[src/rtl/multicycle_ctrl_fsm.sv]
// Multi-cycle control sequencer for the RV32I core.
// Walks each instruction through FETCH, DECODE, EXEC, optional EXEC_WAIT/MEM,
// and WB, with data-memory timeout and illegal-instruction trapping.
//
// Ports:
//   clk, rst                 core clock, async active-high reset
//   instr_valid, opcode,
//   fun3, fun7               fetched instruction fields (latched in FETCH)
//   dmem_ready, alu_done,
//   br_taken                 handshakes / branch result
//   instr_req, pc_en, next_sel, jalr_out, branch          fetch/PC control
//   reg_write, operand_a, operand_b, imm_sel, mem_to_reg,
//   alu_control, alu_start                                 datapath control
//   mem_req, mem_we                                        data-memory request
//   illegal_instr, bus_error                               trap/error pulses
//
// state     | meaning
// ----------+--------------------------------------------------------
// FETCH     | request instruction, latch fields on instr_valid
// DECODE    | register decoded controls, pick EXEC or TRAP
// EXEC      | start M op, resolve branch, or route to MEM/WB
// EXEC_WAIT | wait for multi-cycle ALU (alu_done)
// MEM       | hold mem_req until dmem_ready or timeout
// WB        | register-file write and PC update
// TRAP      | illegal-instruction pulse and PC update
module multicycle_ctrl_fsm #(
    parameter int ENABLE_M    = 0,
    parameter int MEM_TIMEOUT = 255,
    parameter int ALU_CTRL_W  = 5
) (
    input  logic                  clk,
    input  logic                  rst,
    input  logic                  instr_valid,
    input  logic [6:0]            opcode,
    input  logic [2:0]            fun3,
    input  logic [6:0]            fun7,
    input  logic                  dmem_ready,
    input  logic                  alu_done,
    input  logic                  br_taken,
    output logic                  instr_req,
    output logic                  pc_en,
    output logic                  next_sel,
    output logic                  jalr_out,
    output logic                  branch,
    output logic                  reg_write,
    output logic                  operand_a,
    output logic                  operand_b,
    output logic [2:0]            imm_sel,
    output logic [1:0]            mem_to_reg,
    output logic [ALU_CTRL_W-1:0] alu_control,
    output logic                  alu_start,
    output logic                  mem_req,
    output logic                  mem_we,
    output logic                  illegal_instr,
    output logic                  bus_error
);

    typedef enum logic [2:0] {
        FETCH, DECODE, EXEC, EXEC_WAIT, MEM, WB, TRAP
    } state_t;

    localparam logic [6:0] OP_R      = 7'b0110011;
    localparam logic [6:0] OP_IMM    = 7'b0010011;
    localparam logic [6:0] OP_LOAD   = 7'b0000011;
    localparam logic [6:0] OP_STORE  = 7'b0100011;
    localparam logic [6:0] OP_BRANCH = 7'b1100011;
    localparam logic [6:0] OP_JAL    = 7'b1101111;
    localparam logic [6:0] OP_JALR   = 7'b1100111;
    localparam logic [6:0] OP_LUI    = 7'b0110111;
    localparam logic [6:0] OP_AUIPC  = 7'b0010111;

    localparam logic [2:0] IMM_I = 3'b000;
    localparam logic [2:0] IMM_S = 3'b001;
    localparam logic [2:0] IMM_B = 3'b010;
    localparam logic [2:0] IMM_J = 3'b011;
    localparam logic [2:0] IMM_U = 3'b100;

    // Counter only needs to reach MEM_TIMEOUT-1; the last MEM cycle is the compare hit.
    localparam int CNT_W = (MEM_TIMEOUT < 2) ? 1 : $clog2(MEM_TIMEOUT);
    localparam logic [CNT_W-1:0] CNT_LAST = CNT_W'(MEM_TIMEOUT - 1);

    state_t                  state_q, state_d;
    logic [6:0]              opcode_q, opcode_d;
    logic [2:0]              fun3_q, fun3_d;
    logic [6:0]              fun7_q, fun7_d;
    logic [CNT_W-1:0]        cnt_q, cnt_d;
    logic [2:0]              imm_sel_q, imm_sel_d;
    logic                    opa_q, opa_d, opb_q, opb_d;
    logic [1:0]              m2r_q, m2r_d;
    logic [ALU_CTRL_W-1:0]   alu_q, alu_d;
    logic                    is_m_q, is_m_d, is_load_q, is_load_d, is_store_q, is_store_d;
    logic                    is_br_q, is_br_d, is_jal_q, is_jal_d, is_jalr_q, is_jalr_d;

    logic       dec_illegal, dec_m, dec_load, dec_store, dec_br, dec_jal, dec_jalr;
    logic [2:0] dec_imm;
    logic       dec_opa, dec_opb;
    logic [1:0] dec_m2r;
    logic [4:0] dec_alu;
    logic       instr_req_c;

    function automatic logic [4:0] alu_base(input logic [2:0] f3);
        case (f3)
            3'b000:  alu_base = 5'd0;
            3'b001:  alu_base = 5'd2;
            3'b010:  alu_base = 5'd3;
            3'b011:  alu_base = 5'd4;
            3'b100:  alu_base = 5'd5;
            3'b101:  alu_base = 5'd6;
            3'b110:  alu_base = 5'd8;
            default: alu_base = 5'd9;
        endcase
    endfunction

    always_comb begin
        dec_illegal = 1'b0;
        dec_m       = 1'b0;
        dec_load    = 1'b0;
        dec_store   = 1'b0;
        dec_br      = 1'b0;
        dec_jal     = 1'b0;
        dec_jalr    = 1'b0;
        dec_imm     = IMM_I;
        dec_opa     = 1'b0;
        dec_opb     = 1'b0;
        dec_m2r     = 2'b00;
        dec_alu     = 5'd0;
        case (opcode_q)
            OP_R: begin
                case (fun7_q)
                    7'b0000000: dec_alu = alu_base(fun3_q);
                    7'b0100000: begin
                        if (fun3_q == 3'b000)      dec_alu = 5'd1;
                        else if (fun3_q == 3'b101) dec_alu = 5'd7;
                        else                       dec_illegal = 1'b1;
                    end
                    7'b0000001: begin
                        if (ENABLE_M != 0) begin
                            dec_m   = 1'b1;
                            dec_alu = 5'd16 + {2'b00, fun3_q};
                        end else begin
                            dec_illegal = 1'b1;
                        end
                    end
                    default: dec_illegal = 1'b1;
                endcase
            end
            OP_IMM: begin
                dec_opb = 1'b1;
                // Only the shift-immediates constrain fun7.
                case (fun3_q)
                    3'b001: begin
                        dec_alu = 5'd2;
                        if (fun7_q != 7'b0000000) dec_illegal = 1'b1;
                    end
                    3'b101: begin
                        if (fun7_q == 7'b0000000)      dec_alu = 5'd6;
                        else if (fun7_q == 7'b0100000) dec_alu = 5'd7;
                        else                           dec_illegal = 1'b1;
                    end
                    default: dec_alu = alu_base(fun3_q);
                endcase
            end
            OP_LOAD: begin
                dec_load = 1'b1;
                dec_opb  = 1'b1;
                dec_m2r  = 2'b01;
                if (fun3_q == 3'b011 || fun3_q == 3'b110 || fun3_q == 3'b111) dec_illegal = 1'b1;
            end
            OP_STORE: begin
                dec_store = 1'b1;
                dec_opb   = 1'b1;
                dec_imm   = IMM_S;
                if (fun3_q > 3'b010) dec_illegal = 1'b1;
            end
            OP_BRANCH: begin
                dec_br  = 1'b1;
                dec_imm = IMM_B;
                dec_opa = 1'b1;
                dec_opb = 1'b1;
                if (fun3_q == 3'b010 || fun3_q == 3'b011) dec_illegal = 1'b1;
            end
            OP_JAL: begin
                dec_jal = 1'b1;
                dec_imm = IMM_J;
                dec_opa = 1'b1;
                dec_opb = 1'b1;
                dec_m2r = 2'b10;
            end
            OP_JALR: begin
                dec_jalr = 1'b1;
                dec_opb  = 1'b1;
                dec_m2r  = 2'b10;
                if (fun3_q != 3'b000) dec_illegal = 1'b1;
            end
            OP_LUI: begin
                dec_imm = IMM_U;
                dec_opb = 1'b1;
                dec_alu = 5'd15;
            end
            OP_AUIPC: begin
                dec_imm = IMM_U;
                dec_opa = 1'b1;
                dec_opb = 1'b1;
            end
            default: dec_illegal = 1'b1;
        endcase
    end

    always_comb begin
        state_d    = state_q;
        opcode_d   = opcode_q;
        fun3_d     = fun3_q;
        fun7_d     = fun7_q;
        cnt_d      = cnt_q;
        imm_sel_d  = imm_sel_q;
        opa_d      = opa_q;
        opb_d      = opb_q;
        m2r_d      = m2r_q;
        alu_d      = alu_q;
        is_m_d     = is_m_q;
        is_load_d  = is_load_q;
        is_store_d = is_store_q;
        is_br_d    = is_br_q;
        is_jal_d   = is_jal_q;
        is_jalr_d  = is_jalr_q;

        instr_req_c   = 1'b0;
        pc_en         = 1'b0;
        next_sel      = 1'b0;
        jalr_out      = 1'b0;
        branch        = 1'b0;
        reg_write     = 1'b0;
        alu_start     = 1'b0;
        mem_req       = 1'b0;
        mem_we        = 1'b0;
        illegal_instr = 1'b0;
        bus_error     = 1'b0;

        case (state_q)
            FETCH: begin
                instr_req_c = 1'b1;
                if (instr_valid) begin
                    opcode_d = opcode;
                    fun3_d   = fun3;
                    fun7_d   = fun7;
                    state_d  = DECODE;
                end
            end
            DECODE: begin
                imm_sel_d  = dec_imm;
                opa_d      = dec_opa;
                opb_d      = dec_opb;
                m2r_d      = dec_m2r;
                alu_d      = ALU_CTRL_W'(dec_alu);
                is_m_d     = dec_m;
                is_load_d  = dec_load;
                is_store_d = dec_store;
                is_br_d    = dec_br;
                is_jal_d   = dec_jal;
                is_jalr_d  = dec_jalr;
                state_d    = dec_illegal ? TRAP : EXEC;
            end
            EXEC: begin
                if (is_m_q) begin
                    alu_start = 1'b1;
                    state_d   = EXEC_WAIT;
                end else if (is_load_q || is_store_q) begin
                    state_d = MEM;
                end else if (is_br_q) begin
                    pc_en   = 1'b1;
                    branch  = br_taken;
                    state_d = FETCH;
                end else begin
                    state_d = WB;
                end
            end
            EXEC_WAIT: begin
                if (alu_done) state_d = WB;
            end
            MEM: begin
                mem_req = 1'b1;
                mem_we  = is_store_q;
                if (dmem_ready) begin
                    cnt_d = '0;
                    if (is_store_q) begin
                        pc_en   = 1'b1;
                        state_d = FETCH;
                    end else begin
                        state_d = WB;
                    end
                end else if (cnt_q == CNT_LAST) begin
                    bus_error = 1'b1;
                    pc_en     = 1'b1;
                    cnt_d     = '0;
                    state_d   = FETCH;
                end else begin
                    cnt_d = cnt_q + 1'b1;
                end
            end
            WB: begin
                reg_write = 1'b1;
                pc_en     = 1'b1;
                next_sel  = is_jal_q;
                jalr_out  = is_jalr_q;
                state_d   = FETCH;
            end
            TRAP: begin
                illegal_instr = 1'b1;
                pc_en         = 1'b1;
                state_d       = FETCH;
            end
            default: state_d = FETCH;
        endcase
    end

    // Reset puts the FSM in FETCH; keep instr_req quiet while rst is held.
    assign instr_req   = instr_req_c & ~rst;
    assign operand_a   = opa_q;
    assign operand_b   = opb_q;
    assign imm_sel     = imm_sel_q;
    assign mem_to_reg  = m2r_q;
    assign alu_control = alu_q;

    always_ff @(posedge clk or posedge rst) begin
        if (rst) begin
            state_q    <= FETCH;
            opcode_q   <= '0;
            fun3_q     <= '0;
            fun7_q     <= '0;
            cnt_q      <= '0;
            imm_sel_q  <= '0;
            opa_q      <= 1'b0;
            opb_q      <= 1'b0;
            m2r_q      <= '0;
            alu_q      <= '0;
            is_m_q     <= 1'b0;
            is_load_q  <= 1'b0;
            is_store_q <= 1'b0;
            is_br_q    <= 1'b0;
            is_jal_q   <= 1'b0;
            is_jalr_q  <= 1'b0;
        end else begin
            state_q    <= state_d;
            opcode_q   <= opcode_d;
            fun3_q     <= fun3_d;
            fun7_q     <= fun7_d;
            cnt_q      <= cnt_d;
            imm_sel_q  <= imm_sel_d;
            opa_q      <= opa_d;
            opb_q      <= opb_d;
            m2r_q      <= m2r_d;
            alu_q      <= alu_d;
            is_m_q     <= is_m_d;
            is_load_q  <= is_load_d;
            is_store_q <= is_store_d;
            is_br_q    <= is_br_d;
            is_jal_q   <= is_jal_d;
            is_jalr_q  <= is_jalr_d;
        end
    end

endmodule

[config.mk]
export PLATFORM = sky130hd
export DESIGN_NAME = multicycle_ctrl_fsm
export DESIGN_NICKNAME = d
export VERILOG_FILES = /design/src/rtl/multicycle_ctrl_fsm.sv
export SDC_FILE = /design/constraint.sdc
export NUM_CORES = 1
export LEC_CHECK = 0
export ABC_CLOCK_PERIOD_IN_PS = 5200
export CORE_ASPECT_RATIO = 1.1
export CORE_MARGIN = 4
export CORE_UTILIZATION = 41
export CTS_CLUSTER_SIZE = 8
export DETAILED_ROUTE_END_ITERATION = 8
export PLACE_DENSITY = 0.65
export SETUP_SLACK_MARGIN = 0.1
export SLEW_MARGIN = 20
export SYNTH_ARGS = -nofsm -noshare
export SYNTH_HDL_FRONTEND = slang
export SYNTH_SLANG_ARGS = --single-unit
[constraint.sdc]
create_clock -name clk -period 5.2 [get_ports clk]
set_clock_uncertainty 0.15 [all_clocks]
set_input_delay 1.3 -clock clk [delete_from_list [all_inputs] [get_ports clk]]
set_output_delay 1.3 -clock clk [all_outputs]
set_load 0.02 [all_outputs]
### Word level (Yosys, flattened, before mapping)

Cells that the tools add are included.

| storage, ports and cells | value |
|---|---|
| flip-flop bits (word level) | 45 |
| bits in latches | 0 |
| memory bits (writable) | 0 |
| memory bits (read-only) | 0 |
| bits of input ports | 23 |
| output and inout port bits | 23 |
| word-level logic and storage cells | 122 |
| memories | 0 |

| cells by class | value |
|---|---|
| add/sub/neg operators | 1 |
| $mul | 0 |
| div/mod/pow operators | 0 |
| order comparisons | 1 |
| equal/unequal tests | 27 |
| shift-type cells | 0 |
| muxes and demuxes | 59 |
| bitwise operators | 2 |
| reductions and logical operators | 17 |

Operators with widths:

| kind | count |
|---|---|
| two-way mux 3 bit | 12 |
| two-way mux 1 bit | 33 |
| == test 7 x 6 -> 1 bit, second input constant | 4 |
| case mux 4 bit (7 select lines) | 1 |
| == test 3 bit, second input constant | 7 |
| == test 7 bit, second input constant | 3 |
| case mux 4 bit (5 select lines) | 1 |
| two-way mux 8 bit | 2 |
| case mux 4 bit (2 select lines) | 2 |
| case mux 3 bit (5 select lines) | 1 |
| == test 7 x 5 -> 1 bit, second input constant | 2 |
| == test 3 x 2 -> 1 bit, second input constant | 4 |
| case mux 3 bit (4 select lines) | 1 |
| case mux 4 bit (3 select lines) | 1 |
| adder 8 x 1 -> 8 bit, second input constant | 1 |
| == test 8 bit, second input constant | 1 |
| OR reduction 8 bit | 1 |
| == test 7 x 2 -> 1 bit, second input constant | 1 |
| zero test 7 bit | 1 |
| case mux 1 bit (7 select lines) | 1 |
| nonzero test 7 bit | 1 |
| == test 3 x 1 -> 1 bit, second input constant | 2 |
| zero test 3 bit | 2 |
| OR reduction 2 bit | 3 |
| 13 further kinds | 19 |

### Longest topological paths before layout

| logic depth | value |
|---|---|
| word-level depth | 7 |
| depth in mapped cells | 8 |
| gate-level depth less buffers | 7 |

### Worst setup path before layout

Ideal clock, no wire load.

| path | value |
|---|---|
| path kind | input to output |
| from | input dmem_ready |
| to | output pc_en |
| arrival | 2.131 ns |
| required time | 3.750 ns |
| slack | 1.619 ns |
| stages | 3 |
| path buffers | 0 |
| path through | o21a_1 nand2_1 a211oi_1 |

| on the way | value |
|---|---|
| longest elaborated chain between the ends | 2 |

RTL lines:

| what | line | source |
|---|---|---|
| from (decl) | 37 | `input logic dmem_ready,` |
| two-way mux 1 bit | 283 | `if (dmem_ready) begin` |
| case mux 1 bit (3 select lines) | 239 | `case (state_q)` |
| to (decl) | 41 | `output logic pc_en,` |

No other way between the ends.

### Worst setup path in the final report

Same ends and word-level chain as after synthesis.

==> metrics.txt <==
number of flip-flops in the largest register=8; Worst-Margin Slew=926 ps; Nets=324; # H-tree levels=2; full die area=7270 µm²; DPL Wire Length=3850 µm; GRT Total Usage=15.7%; Tmin final=4450 ps; # DRC=0; share of cells above drive strength 1=11.3%; number of max-cap violations=0; Crit Path Category=in2out; IO Pins=46; die height=89.0 µm; CP max-delay cell=clkdlybuf4s50_1; final design utilization=52.1%; Vias=2016; Max Transition Viols Final=0; Peak Freq=225 MHz; Pwr Density=507 nW/µm²; CP top delay family=buffers and inverters; # Post-CTS Setup Buffers=0; FP Rows=29; crit path launch type=input port; TritonCTS clock tree=done; min-delay worst type=reg2reg; FILL cells=553; FF+latch count, synth=44; synthesized area per cell=9.23 µm²; crit-path max FO=6; Pre-antenna DRT Iters=4; first-pass GRT wire length=8930 µm; Leak=1.24 nW; post-synthesis mux area share=7.37%; Synth Area in Simple Gates=24.5%; post-synthesis xor/xnor area fraction=2.51%; initial antenna violation count=0; worst-skew pair later-pin latency=300 ps; Crit. End Element=output pin; root buf cell=clkbuf_8; CP peak stage delay=640 ps; Final ANT Viol Nets=0; total wire length=5250 µm; area delta synth->final=22.8%; synthesized cell area=2450 µm²; pin count of the biggest net entering global routing=45; Crit path required time=3750 ps; VDD IR max=0.261 mV; Ys Warns=0; setup violators final=0; Initial Utilization=42.4%; Biggest register=cnt_q; CTS sink cnt=44; Synth Instances=265; vias in the first global route=1899; Die Wd=81.6 µm; register area=1100 µm²; Pwr Total=1.52 mW; Placeable Area=5770 µm²; CP Cell Sequence=clkdlybuf4s50_1 > o21a_1 > nand2_1 > a211oi_1 > clkdlybuf4s50_1; Routed WL per cell=13.9 µm; worst hold margin=319 ps; GRT overflow=0; CTS clk-pin slew, worst paths=80 ps; Adder-Cell Fraction of Synth Area=1.02%; Seq/Total Area, Yosys=45.0%; Resized Gates After CTS=0; RSZ-0062 raised after global routing=false; endpoints failing hold=0; buffers plus inverters on the worst setup path=2; post-synthesis compound-gate area fraction=14.4%; Tcrit/Tclk final=85.5%; Bufs on Longest Clock Path=2; Hold Buf Count CTS=0; Netlist cell types=51; diodes inserted=0; largest family of logic cells by synthesized area=simple AND/OR/NAND/NOR gates; DRT iter0 DRCs=130; number of vias per cell=5.35; max_slew headroom=37.8%; largest registers=cnt_q: 8 flops, fun7_q: 7 flops, opcode_q: 7 flops; PortBufs=43; area occupied by multi-input gates=1220 µm²; setup tns final=0 ps; RePlAce Congestion=0.853; CTS buffer count=5; Arr. time, crit path=3000 ps; outcome=completed; most frequent CP cell=clkdlybuf4s50_1
## path summary, 6_finish.rpt
kind                                  start          to  slack, ps  cells after the start
worst max-delay path             dmem_ready       pc_en        750                      5
worst min-delay path              operand_a   operand_a        320                      2
worst max register to register  opcode_q[5]  state_q[2]       2980                      5
worst min register to register    operand_a   operand_a        320                      2
max in group asynchronous               rst   fun3_q[1]       3180                      3
min in group asynchronous               rst    cnt_q[3]       1340                      3
## cell usage in the layout, fill, tap and decap left out, types with 2 or more instances in the layout
cell             count
nand3_1              9
o21a_1               2
and2_1               6
nand2b_1             3
xor2_1               6
nand4_1              6
nor3_1               4
clkbuf_8             5
conb_1               2
a211oi_1             2
mux2_2              16
and3_1               6
ha_1                 2
and3b_1              2
o21ai_0             15
nand3b_1             2
nor2_1              21
nor2b_1              3
a21oi_1              8
o31ai_1              6
clkdlybuf4s50_1     43
nand2_1             42
a221o_1              2
inv_1                5
nor4_1               3
inv_2                2
a2bb2oi_1            2
dfrtp_1             44
or3_1                3
a31oi_1              2
o211ai_1             3
## area by class of cell
type | count | share of cell area (%)
clock buffers | 6 | 2.42
clock inverters | 2 | 1.17
inverters | 7 | 0.875
multi-input cells | 196 | 40.7
flip-flops and latches | 44 | 36.7
well taps | 77 | 3.21
repair buffers | 45 | 15.0
## cells in the mapped netlist, drive strengths merged
master | count | area, µm²
a211oi | 2 | 15.0
a21oi | 9 | 48.8
a221o | 2 | 20.0
a2bb2oi | 2 | 17.5
a31oi | 2 | 12.5
a41oi | 1 | 8.76
and2 | 6 | 37.5
and3 | 6 | 37.5
and3b | 2 | 17.5
buf | 9 | 61.3
clkbuf | 10 | 37.5
conb | 1 | 3.75
dfrtp | 44 | 1100
ha | 2 | 25.0
inv | 7 | 26.3
mux2 | 16 | 180
nand2 | 42 | 158
nand2b | 3 | 18.8
nand3 | 9 | 45.0
nand3b | 2 | 15.0
nand4 | 6 | 37.5
nor2 | 21 | 78.8
nor2b | 3 | 18.8
nor3 | 4 | 20.0
nor3b | 2 | 20.0
nor4 | 4 | 31.3
nor4b | 1 | 23.8
o2111ai | 1 | 8.76
o211ai | 3 | 22.5
o21a | 2 | 15.0
o21ai | 17 | 88.8
o21bai | 1 | 7.51
o22ai | 1 | 6.26
o311ai | 1 | 8.76
o31a | 1 | 8.76
o31ai | 6 | 45.0
o32ai | 1 | 8.76
o41ai | 1 | 8.76
or2 | 1 | 8.76
or3 | 3 | 18.8
or4 | 1 | 11.3
xnor2 | 1 | 8.76
xor2 | 6 | 52.6
## where the power goes
part | internal [mW] | switching (mW)
logic | 0.296 | 0.310
registers | 0.455 | 0.203
clock network | 0.143 | 0.115
## per-stage QoR
step                      cells  setup slack, ps  cell area (µm²)
after floorplan             266             1620             2450
after global placement      368              756             2890
after detailed placement    368              748             2890
after CTS                   376              735             2990
after global routing        377              678             3000
final                       377              753             3000
## worst reg2reg max path, delay by kind of cell (launching register included)
kind,cells,cell delay [ps]
AO/OA/AOI/OAI,4,1100
AND/OR/NAND/NOR,1,150
flip-flops,1,690
## kinds of logic (layout without fill, tap and decap cells)
group / Yosys count / in the layout
compound gates: 53 / 53
xor+xnor: 7 / 7
fa+ha+maj: 2 / 2
buf+inv: 26 / 60
flops: 44 / 44
mux: 16 / 16
other cells: 1 / 2
simple gates: 116 / 116
## layer usage
layer | wire length (µm) | global-route usage (%) | up-vias
met4 | 70 | 5.29 | 0
li1 | - | - | 1003
met1 | 2370 | 20.6 | 946
met2 | 2470 | 25.3 | 61
met5 | 0 | 0 | -
met3 | 333 | 4.23 | 6
(Power assumes the default switching activity.)
